--- config.mk ---
export PLATFORM = sky130hd
export DESIGN_NAME = vend_controller
export DESIGN_NICKNAME = d
export VERILOG_FILES = /design/src/rtl/vend_controller.sv
export SDC_FILE = /design/constraint.sdc
export NUM_CORES = 1
export LEC_CHECK = 0
export ABC_AREA = 1
export CELL_PAD_IN_SITES_DETAIL_PLACEMENT = 0
export CELL_PAD_IN_SITES_GLOBAL_PLACEMENT = 1
export CORE_ASPECT_RATIO = 1.5
export CORE_UTILIZATION = 45
export CTS_BUF_LIST = sky130_fd_sc_hd__clkbuf_8
export CTS_CLUSTER_SIZE = 14
export DETAILED_ROUTE_END_ITERATION = 10
export DONT_BUFFER_PORTS = 1
export PLACE_DENSITY = 0.76
export SLEW_MARGIN = 40
export SYNTH_ARGS = -nofsm -noshare
export SYNTH_HDL_FRONTEND = slang
export SYNTH_SLANG_ARGS = --single-unit
--- constraint.sdc ---
create_clock -name clk -period 2 [get_ports clk]
set_input_delay 0.2 -clock clk [delete_from_list [all_inputs] [get_ports clk]]
set_output_delay 0.2 -clock clk [all_outputs]
set_load 0.02 [all_outputs]
--- src/rtl/vend_controller.sv ---
// Multi-product vending sequencer: accumulates coin credit, validates selections
// against price and stock, handshakes a dispense and pays out change pulses.
module vend_controller #(
    parameter int CREDIT_W   = 4,
    parameter int STOCK_W    = 3,
    parameter int STOCK_INIT = 2,
    parameter int PRICE0     = 2,
    parameter int PRICE1     = 3,
    parameter int PRICE2     = 4,
    parameter int PRICE3     = 6
) (
    input  logic                clk,
    input  logic                rst,
    input  logic [1:0]          in,
    input  logic                sel_valid,
    input  logic [1:0]          sel_id,
    input  logic                cancel,
    input  logic                restock,
    input  logic                disp_ack,
    output logic                disp_req,
    output logic [1:0]          disp_id,
    output logic                change,
    output logic                coin_reject,
    output logic                sel_err,
    output logic [CREDIT_W-1:0] credit,
    output logic [3:0]          sold_out,
    output logic [1:0]          c_state
);

    typedef enum logic [1:0] {
        S_IDLE     = 2'b00,
        S_DISPENSE = 2'b01,
        S_CHANGE   = 2'b10
    } state_t;

    state_t              state;
    logic [STOCK_W-1:0]  stock [4];

    logic                coin_present;
    logic                coin_ok;
    logic [CREDIT_W:0]   coin_sum;
    logic [CREDIT_W-1:0] sel_price;
    logic                sel_ok;

    function automatic logic [CREDIT_W-1:0] price_of(input logic [1:0] id);
        case (id)
            2'd0:    price_of = CREDIT_W'(PRICE0);
            2'd1:    price_of = CREDIT_W'(PRICE1);
            2'd2:    price_of = CREDIT_W'(PRICE2);
            default: price_of = CREDIT_W'(PRICE3);
        endcase
    endfunction

    // Coin code 01 adds one step and 10 adds two, so the code itself is the increment.
    always_comb begin
        coin_present = (in != 2'b00);
        coin_sum     = {1'b0, credit} + (CREDIT_W+1)'(in);
        coin_ok      = (in != 2'b11) && coin_present && !coin_sum[CREDIT_W];
        sel_price    = price_of(sel_id);
        sel_ok       = (stock[sel_id] != '0) && (credit >= sel_price);
    end

    always_comb begin
        sold_out = '0;
        for (int i = 0; i < 4; i++) sold_out[i] = (stock[i] == '0);
    end

    assign c_state = state;

    // NOTE: every register below is assigned with <= so all updates see pre-edge values.
    always_ff @(posedge clk or negedge rst) begin
        if (!rst) begin
            state       <= S_IDLE;
            credit      <= '0;
            disp_req    <= 1'b0;
            disp_id     <= 2'd0;
            change      <= 1'b0;
            coin_reject <= 1'b0;
            sel_err     <= 1'b0;
            for (int i = 0; i < 4; i++) stock[i] <= STOCK_W'(STOCK_INIT);
        end else begin
            coin_reject <= 1'b0;
            sel_err     <= 1'b0;
            change      <= 1'b0;
            case (state)
                S_IDLE: begin
                    if (cancel) begin
                        coin_reject <= coin_present;
                        if (credit != '0) begin
                            state  <= S_CHANGE;
                            change <= 1'b1;
                            credit <= credit - 1'b1;
                        end
                    end else if (sel_valid) begin
                        coin_reject <= coin_present;
                        if (sel_ok) begin
                            state          <= S_DISPENSE;
                            credit         <= credit - sel_price;
                            stock[sel_id]  <= stock[sel_id] - 1'b1;
                            disp_req       <= 1'b1;
                            disp_id        <= sel_id;
                        end else begin
                            sel_err <= 1'b1;
                        end
                    end else if (restock) begin
                        coin_reject <= coin_present;
                        for (int i = 0; i < 4; i++) stock[i] <= STOCK_W'(STOCK_INIT);
                    end else if (coin_present) begin
                        if (coin_ok) credit <= coin_sum[CREDIT_W-1:0];
                        else         coin_reject <= 1'b1;
                    end
                end
                S_DISPENSE: begin
                    coin_reject <= coin_present;
                    sel_err     <= sel_valid;
                    if (disp_ack) begin
                        disp_req <= 1'b0;
                        if (credit != '0) begin
                            state  <= S_CHANGE;
                            change <= 1'b1;
                            credit <= credit - 1'b1;
                        end else begin
                            state <= S_IDLE;
                        end
                    end
                end
                S_CHANGE: begin
                    // The pulse paid on entry accounts for one step; keep paying until credit is empty.
                    coin_reject <= coin_present;
                    sel_err     <= sel_valid;
                    if (credit != '0) begin
                        change <= 1'b1;
                        credit <= credit - 1'b1;
                    end else begin
                        state <= S_IDLE;
                    end
                end
                default: state <= S_IDLE;
            endcase
        end
    end

endmodule

==> results of run 1 <==
## sequential cells by signal, indices dropped and copies added, names as in the netlist
register and flops:
stock 12, credit 4, c_state 2, disp_id 2, change 1, coin_reject 1
disp_req 1, sel_err 1
## where the power goes
part	total [uW]	internal, uW	switching (uW)
logic	1860	680	1180
clock network	433	268	165
registers	1020	742	278
total	3310	1690	1620
## logic make-up after synthesis
family                     Yosys count
and+or+nand+nor                    127
AOI/OAI and AO/OA                   37
buffers and inverters               37
DFF                                 24
adders and majority gates           16
## critical path, stage by stage, from the launching register on
cell and delay [ns]:
sky130_fd_sc_hd__dfstp_2 0.55, sky130_fd_sc_hd__nand2_1 0.06, sky130_fd_sc_hd__nand2_1 0.08, sky130_fd_sc_hd__a221oi_1 0.05
sky130_fd_sc_hd__ha_1 0.21, sky130_fd_sc_hd__ha_1 0.20, sky130_fd_sc_hd__inv_2 0.08, sky130_fd_sc_hd__nand2_4 0.07
sky130_fd_sc_hd__nor2_4 0.11, sky130_fd_sc_hd__nand2_4 0.10, sky130_fd_sc_hd__nor2_4 0.18, sky130_fd_sc_hd__nand2_1 0.08
sky130_fd_sc_hd__nand2_1 0.07
## cell type report
type	count	area share, %
inverters	35	6.48
clock buffers	3	2.04
flip-flops and latches	24	29.9
clock inverters	1	1.48
multi-input cells	180	51.7
well taps	43	2.65
repair buffers	13	5.74
## synth_stat cells
master / number / area share, %
sky130_fd_sc_hd__a211oi_1: 1 / 0.43
sky130_fd_sc_hd__a21oi_1: 6 / 1.7
sky130_fd_sc_hd__a221oi_1: 2 / 0.99
sky130_fd_sc_hd__a41oi_1: 1 / 0.50
sky130_fd_sc_hd__buf_2: 2 / 0.57
sky130_fd_sc_hd__dfrtp_1: 20 / 28
sky130_fd_sc_hd__dfstp_2: 4 / 6.0
sky130_fd_sc_hd__fa_1: 2 / 2.3
sky130_fd_sc_hd__ha_1: 14 / 9.9
sky130_fd_sc_hd__inv_1: 32 / 6.8
sky130_fd_sc_hd__inv_2: 3 / 0.64
sky130_fd_sc_hd__nand2_1: 82 / 17
sky130_fd_sc_hd__nand2_2: 3 / 1.1
sky130_fd_sc_hd__nand2_4: 2 / 1.3
sky130_fd_sc_hd__nand3_1: 13 / 3.7
sky130_fd_sc_hd__nand3_2: 3 / 1.7
sky130_fd_sc_hd__nand4_1: 1 / 0.35
sky130_fd_sc_hd__nor2_1: 11 / 2.3
sky130_fd_sc_hd__nor2_2: 4 / 1.4
sky130_fd_sc_hd__nor2_4: 3 / 1.9
sky130_fd_sc_hd__nor3_1: 4 / 1.1
sky130_fd_sc_hd__o2111ai_1: 4 / 2.0
sky130_fd_sc_hd__o211ai_1: 5 / 2.1
sky130_fd_sc_hd__o21ai_0: 16 / 4.5
sky130_fd_sc_hd__o21ai_1: 2 / 0.57
sky130_fd_sc_hd__or2_1: 1 / 0.35
## worst paths after layout
kind	slack, ns	cells after the start	startpoint	end
max	0.09	12	stock[10]	stock[9]
min	0.08	2	sel_valid	sel_err
max reg2reg	0.09	12	stock[10]	stock[9]
min reg2reg	0.48	2	stock[4]	stock[4]
max in group asynchronous	1.43	2	rst	stock[4]
min in group asynchronous	0.35	2	rst	coin_reject
## repair_timing
item / CTS / global route
buffers inserted: 0 / 1
setup endpoints to repair: 0 / 19
hold endpoints to repair: 24 / 0
hold buffers: 2 / 0
gates resized for setup: 0 / 10
## per-stage QoR
step	hold slack [ns]	std cells	setup slack (ns)	utilization, %	total power, uW
4_1_cts	0.0733	298	0.0305	53.4	3250
6_report	0.0767	299	0.0923	54.5	3310
3_3_place_gp	-0.0950	292	0.0784	50.7	2750
2_1_floorplan	-0.0956	241	0.0354	-	2310
3_5_place_dp	-0.0951	292	0.0510	50.7	2790
5_1_grt	0.0705	299	0.00327	54.5	3610
## metal layers
metal	share of wire, %	track usage [%]
met2	54	46.2
met5	0	0
met3	3.8	3.26
met1	39	26.4
met4	2.5	8.42
==> impl_metrics.prom, run 1 <==
# TYPE chip_impl_metric gauge
chip_impl_info{name="outcome",value="complete, no violations"} 1
chip_impl_metric{name="fp.dieW",unit="um"} 53.1
chip_impl_info{name="critPathLaunchType",value="flop"} 1
chip_impl_metric{name="synthMuxAreaShare",unit="%"} 0
chip_impl_info{name="mostFrequentLayoutCells",value="sky130_fd_sc_hd__nand2_1 (82), sky130_fd_sc_hd__inv_1 (29), sky130_fd_sc_hd__dfrtp_1 (20)"} 1
chip_impl_metric{name="clock_buffers_created_by_tritoncts",unit=""} 3
chip_impl_metric{name="htree_levels",unit=""} 1
chip_impl_metric{name="placementRows",unit=""} 27
chip_impl_metric{name="max_freq",unit="GHz"} 0.524
chip_impl_metric{name="synth_xor_area_share",unit="%"} 0
chip_impl_metric{name="ioPinCount",unit=""} 26
chip_impl_metric{name="dp_hpwl",unit="mm"} 3.53
chip_impl_metric{name="placed_cell_area",unit="um^2"} 1880
chip_impl_metric{name="grt_pass1_wl",unit="mm"} 7.56
chip_impl_metric{name="post-route-period-util",unit="%"} 95.4
chip_impl_metric{name="final-setup-viol-count",unit=""} 0
chip_impl_metric{name="wl_per_cell",unit="um"} 15.0
chip_impl_metric{name="clock_latency_on_the_worst_skew_pair",unit="ns"} 0.27
chip_impl_metric{name="power_density",unit="nW/um^2"} 1630
chip_impl_metric{name="cts.clk_slew.worst_paths",unit="ns"} 0.09
chip_impl_metric{name="tightest_slew",unit="ns"} 0.654
chip_impl_metric{name="drt-vias-per-instance",unit=""} 5.52
chip_impl_info{name="worstHoldPathType",value="input port to flop"} 1
chip_impl_metric{name="grt_usage",unit="%"} 24.5
chip_impl_metric{name="layout.area.seq",unit="um^2"} 606
chip_impl_metric{name="clock_tree.buffer_depth",unit=""} 2
chip_impl_metric{name="p_leak",unit="uW"} 0.00107
chip_impl_metric{name="dr_total_vias",unit=""} 1649
chip_impl_metric{name="synth_cell_types",unit=""} 26
chip_impl_metric{name="syn_avg_cell_area",unit="um^2"} 7.33
chip_impl_info{name="rsz0062_at_grt",value="false"} 1
chip_impl_metric{name="max_cap_viol_count",unit=""} 0
chip_impl_metric{name="drc",unit=""} 0
chip_impl_metric{name="gp_congestion",unit=""} 0.856
chip_impl_metric{name="design.final.nets",unit=""} 283
chip_impl_info{name="setup.worst_path.class",value="flop to flop"} 1
chip_impl_info{name="root_buffer",value="sky130_fd_sc_hd__clkbuf_8"} 1
chip_impl_metric{name="final.setup.tns",unit="ns"} 0
chip_impl_metric{name="ys.warnings.count",unit=""} 0
chip_impl_metric{name="syn_inst",unit=""} 241
chip_impl_metric{name="maximum_number_of_pins_on_one_net_before_global_route_repair",unit=""} 25
chip_impl_metric{name="effective_utilization_at_floorplan",unit="%"} 47.5
chip_impl_metric{name="maxSlewHeadroom",unit="%"} 56.1
chip_impl_metric{name="cts_num_sinks",unit=""} 24
chip_impl_metric{name="antenna-diode-count",unit=""} 0
chip_impl_metric{name="antenna_viol_nets_final",unit=""} 0
chip_impl_metric{name="ir_worst_vdd",unit="mV"} 0.885
chip_impl_metric{name="detailedRoute.firstPassIterationCount",unit=""} 4
chip_impl_metric{name="design.die.area",unit="um^2"} 4180
chip_impl_metric{name="grt_pass1_vias",unit=""} 1711
chip_impl_metric{name="port-buffer-count",unit=""} 0
chip_impl_metric{name="syn_nets",unit=""} 267
chip_impl_metric{name="timing.critical_path.arrival",unit="ns"} 2.12
chip_impl_metric{name="fin_area",unit="um^2"} 2030
chip_impl_metric{name="finalHoldViolations",unit=""} 0
chip_impl_metric{name="first_iter_violations",unit=""} 37
chip_impl_metric{name="syn-cell-area",unit="um^2"} 1770
chip_impl_info{name="synth_top_family_by_area",value="simple AND/OR/NAND/NOR gates"} 1
chip_impl_metric{name="antenna_found_initial",unit=""} 0
chip_impl_metric{name="multiInputGateArea",unit="um^2"} 1050
chip_impl_metric{name="postSynthRegisterBits",unit=""} 24
chip_impl_metric{name="synth_fa_ha_area_share",unit="%"} 12.2
chip_impl_metric{name="die_h",unit="um"} 78.7
chip_impl_metric{name="grt_remaining_overflow",unit=""} 0
chip_impl_metric{name="n_fill_cell",unit=""} 410
chip_impl_info{name="layout.cells.most_common",value="sky130_fd_sc_hd__nand2_1"} 1
chip_impl_metric{name="compound_gate_portion_of_the_synthesized_area",unit="%"} 12.8
chip_impl_metric{name="cp.required",unit="ns"} 2.22
chip_impl_metric{name="wirelength",unit="mm"} 4.49
chip_impl_metric{name="final_max_slew_viol_count",unit=""} 0
chip_impl_metric{name="synth-seq-area-share",unit="%"} 34.3
chip_impl_metric{name="min_period",unit="ns"} 1.91
chip_impl_metric{name="synth-simple-area-share",unit="%"} 32.7
chip_impl_info{name="critical_path.endpoint_type",value="flop"} 1
chip_impl_metric{name="area_growth_from_synthesis_to_layout",unit="%"} 14.8
chip_impl_metric{name="finClkSkew",unit="ns"} 0.00609
chip_impl_metric{name="core_area",unit="um^2"} 3720
chip_impl_metric{name="timing.critical_path.fanout_max",unit=""} 7
chip_impl_metric{name="final_layout_size_suffix_gt1_share",unit="%"} 17.2
chip_impl_info{name="clock_tree_from_tritoncts",value="yes"} 1
(Power assumes the default switching activity.)
==> run 2: changes to the inputs <==
==> constraint.sdc (replaced) <==
create_clock -name clk -period 2 [get_ports clk]
set_input_delay 0.2 -clock clk [delete_from_list [all_inputs] [get_ports clk]]
set_output_delay 0.2 -clock clk [all_outputs]
set_load 0.05 [all_outputs]
==> run 2 against run 1 <==
Against the previous run:
- sequential power rose by 13%
- flip-flop and latch count did not move
- cell area increased by 4.1%
- clock-buffer cell count unchanged
- worst hold slack worse by 0.017 ns
- maximum frequency up 1.1%
- global-route usage is 0.54 points higher
- sequential share of layout area is 1.1 points lower
- non-clock buffer count grew 8
- routed wire length increased by 1.5%
- register-to-register slack improved by 0.02 ns
- critical path type unchanged
==> impl_metrics.prom, run 2 (synthesized netlist as in run 1, its figures left out) <==
# TYPE chip_impl_metric gauge
chip_impl_metric{name="final-setup-viol-count",unit=""} 0
chip_impl_metric{name="design.final.nets",unit=""} 291
chip_impl_info{name="clock_tree_from_tritoncts",value="yes"} 1
chip_impl_metric{name="wl_per_cell",unit="um"} 14.8
chip_impl_metric{name="cts.clk_slew.worst_paths",unit="ns"} 0.09
chip_impl_metric{name="cp.required",unit="ns"} 2.17
chip_impl_metric{name="wirelength",unit="mm"} 4.56
chip_impl_metric{name="internal-power",unit="uW"} 1860
chip_impl_metric{name="p_sw_share",unit="%"} 53.2
chip_impl_metric{name="design.die.area",unit="um^2"} 4180
chip_impl_info{name="outcome",value="complete, no violations"} 1
chip_impl_metric{name="clock_latency_on_the_worst_skew_pair",unit="ns"} 0.27
chip_impl_metric{name="max_cap_viol_count",unit=""} 0
chip_impl_metric{name="finalHoldViolations",unit=""} 0
chip_impl_metric{name="placementRows",unit=""} 27
chip_impl_metric{name="cts_num_sinks",unit=""} 24
chip_impl_metric{name="area_growth_from_synthesis_to_layout",unit="%"} 19.6
chip_impl_metric{name="fp.dieW",unit="um"} 53.1
chip_impl_metric{name="port-buffer-count",unit=""} 0
chip_impl_metric{name="grt_pass1_vias",unit=""} 1710
chip_impl_metric{name="p_leak",unit="uW"} 0.00112
chip_impl_metric{name="placed_cell_area",unit="um^2"} 1940
chip_impl_metric{name="power.clock.fraction",unit="%"} 11.1
chip_impl_metric{name="grt_remaining_overflow",unit=""} 0
chip_impl_metric{name="ir_worst_vdd",unit="mV"} 0.908
chip_impl_info{name="largest-register",value="stock"} 1
chip_impl_info{name="worst_r2r_startpoint",value="credit[0]"} 1
chip_impl_metric{name="clock_tree.buffer_depth",unit=""} 2
chip_impl_metric{name="antenna-diode-count",unit=""} 0
chip_impl_metric{name="maxSlewHeadroom",unit="%"} 67.7
chip_impl_metric{name="power_density",unit="nW/um^2"} 1880
chip_impl_info{name="critical_path.endpoint_type",value="flop"} 1
chip_impl_metric{name="largest_register_ff_count",unit=""} 12
chip_impl_metric{name="final_max_slew_viol_count",unit=""} 0
chip_impl_metric{name="post-route-period-util",unit="%"} 94.3
chip_impl_info{name="mostFrequentLayoutCells",value="sky130_fd_sc_hd__nand2_1 (80), sky130_fd_sc_hd__inv_1 (30), sky130_fd_sc_hd__dfrtp_1 (19), sky130_fd_sc_hd__buf_4 (19), sky130_fd_sc_hd__o21ai_0 (15)"} 1
chip_impl_metric{name="ioPinCount",unit=""} 26
chip_impl_info{name="worstHoldPathType",value="input port to flop"} 1
chip_impl_info{name="root_buffer",value="sky130_fd_sc_hd__clkbuf_8"} 1
chip_impl_metric{name="antenna_viol_nets_final",unit=""} 0
chip_impl_metric{name="final.setup.tns",unit="ns"} 0
chip_impl_metric{name="n_fill_cell",unit=""} 365
chip_impl_metric{name="htree_levels",unit=""} 1
chip_impl_metric{name="dp_worst_setup_slack",unit="ns"} 0.0522
chip_impl_metric{name="grt_usage",unit="%"} 25.0
chip_impl_metric{name="hold-path-cell-count",unit=""} 2
chip_impl_metric{name="first_iter_violations",unit=""} 41
chip_impl_metric{name="drt-vias-per-instance",unit=""} 5.41
chip_impl_info{name="critPathLaunchType",value="flop"} 1
chip_impl_metric{name="fin_area",unit="um^2"} 2110
chip_impl_metric{name="core_area",unit="um^2"} 3720
chip_impl_info{name="setup.worst_path.class",value="flop to flop"} 1
chip_impl_metric{name="dp_hpwl",unit="mm"} 3.54
chip_impl_metric{name="maximum_number_of_pins_on_one_net_before_global_route_repair",unit=""} 25
chip_impl_metric{name="design_power_total",unit="uW"} 3960
chip_impl_metric{name="die_h",unit="um"} 78.7
chip_impl_metric{name="finalCoreUtilization",unit="%"} 56.8
chip_impl_metric{name="timing.reg2reg.worst_path_depth",unit=""} 12
chip_impl_metric{name="final_layout_size_suffix_gt1_share",unit="%"} 22.3
chip_impl_metric{name="min_period",unit="ns"} 1.89
chip_impl_metric{name="grt_pass1_wl",unit="mm"} 7.60
chip_impl_metric{name="timing.critical_path.fanout_max",unit=""} 7
chip_impl_metric{name="gp_congestion",unit=""} 0.785
chip_impl_metric{name="clock_buffers_created_by_tritoncts",unit=""} 3
chip_impl_metric{name="drc",unit=""} 0
chip_impl_info{name="setup.worst_path.start",value="credit[0]"} 1
chip_impl_metric{name="dr_total_vias",unit=""} 1660
chip_impl_metric{name="timing.critical_path.arrival",unit="ns"} 2.05
chip_impl_metric{name="p_seq_share",unit="%"} 28.9
chip_impl_info{name="reg.largest.list",value="stock x12, credit x4"} 1
chip_impl_metric{name="layout_setup_ws",unit="ns"} 0.114
chip_impl_metric{name="detailedRoute.firstPassIterationCount",unit=""} 4
chip_impl_metric{name="max_freq",unit="GHz"} 0.530
chip_impl_metric{name="antenna_found_initial",unit=""} 0
chip_impl_metric{name="finClkSkew",unit="ns"} 0.00580
chip_impl_metric{name="tightest_slew",unit="ns"} 0.485
chip_impl_info{name="hold_start",value="sel_valid"} 1
chip_impl_metric{name="share_comb_of_total_power",unit="%"} 60.0
chip_impl_metric{name="switching_power",unit="uW"} 2110
chip_impl_metric{name="effective_utilization_at_floorplan",unit="%"} 47.5
chip_impl_info{name="layout.cells.most_common",value="sky130_fd_sc_hd__nand2_1"} 1
-- run 2: cell count changes in the layout (fill, tap and decap cells not counted), moves of 2 or more --
cell	before	now
sky130_fd_sc_hd__nor3_2	0	3
sky130_fd_sc_hd__inv_2	6	4
sky130_fd_sc_hd__nand2_1	82	80
sky130_fd_sc_hd__nand2_2	1	4
sky130_fd_sc_hd__buf_4	10	19
sky130_fd_sc_hd__nor3_1	4	1
-- run 2: metrics by stage --
step,instances,hold WS (ns)
final,307,0.0598
after global routing,307,0.0650
after CTS,303,0.0533
after detailed placement,297,-0.0951
after global placement,297,-0.0950
after floorplan,241,-0.0956
-- run 2: metal layers --
metal | track usage [%] | share of wire, %
met5 | 0 | 0
met4 | 11.1 | 3.3
met3 | 3.45 | 3.9
met2 | 45.1 | 54
met1 | 27.8 | 39
-- run 2: power groups by stage --
stage	Sequential, uW	Combinational, uW	Clock [uW]
3_3_place_gp	1150	2150	0
4_1_cts	1150	2220	444
2_1_floorplan	1310	1420	0
6_report	1150	2380	440
3_5_place_dp	1160	2190	0
5_1_grt	1170	2640	471
-- run 2: path summary, 6_finish.rpt --
path,slack [ns],end
min in group asynchronous,0.37,coin_reject
max in group asynchronous,1.41,stock[1]
min reg2reg,0.48,stock[7]
max,0.11,stock[0]
max reg2reg,0.11,stock[0]
min,0.06,sel_err
-- run 2: timing repair --
| action | 4_1_cts | 5_1_grt |
|---|---|---|
| hold buffers | 2 | 0 |
| buffers inserted | 0 | 4 |
| endpoints found under the setup margin | 0 | 20 |
| resized for setup | 0 | 12 |
| endpoints found under the hold margin | 24 | 0 |
-- run 2: area by class of cell --
class | count | area, um^2 | area share, %
Clock inverter | 1 | 30.0 | 1.42
Tap cell | 43 | 53.8 | 2.55
Multi-Input combinational cell | 180 | 1070 | 50.8
Timing Repair Buffer | 21 | 173 | 8.18
Sequential cell | 24 | 607 | 28.7
Clock buffer | 3 | 41.3 | 1.96
Inverter | 35 | 134 | 6.34
-- run 2: worst max-delay path, cell delays in order, from the launching register on --
cell	delay, ns
sky130_fd_sc_hd__dfrtp_2	0.42
sky130_fd_sc_hd__inv_2	0.07
sky130_fd_sc_hd__ha_1	0.14
sky130_fd_sc_hd__inv_1	0.07
sky130_fd_sc_hd__fa_2	0.38
sky130_fd_sc_hd__nand2_1	0.08
sky130_fd_sc_hd__nand3_2	0.10
sky130_fd_sc_hd__nand2_4	0.12
sky130_fd_sc_hd__nor2_4	0.06
sky130_fd_sc_hd__nand2_4	0.13
sky130_fd_sc_hd__nor2_4	0.08
sky130_fd_sc_hd__nand2_1	0.07
sky130_fd_sc_hd__nand2_1	0.06
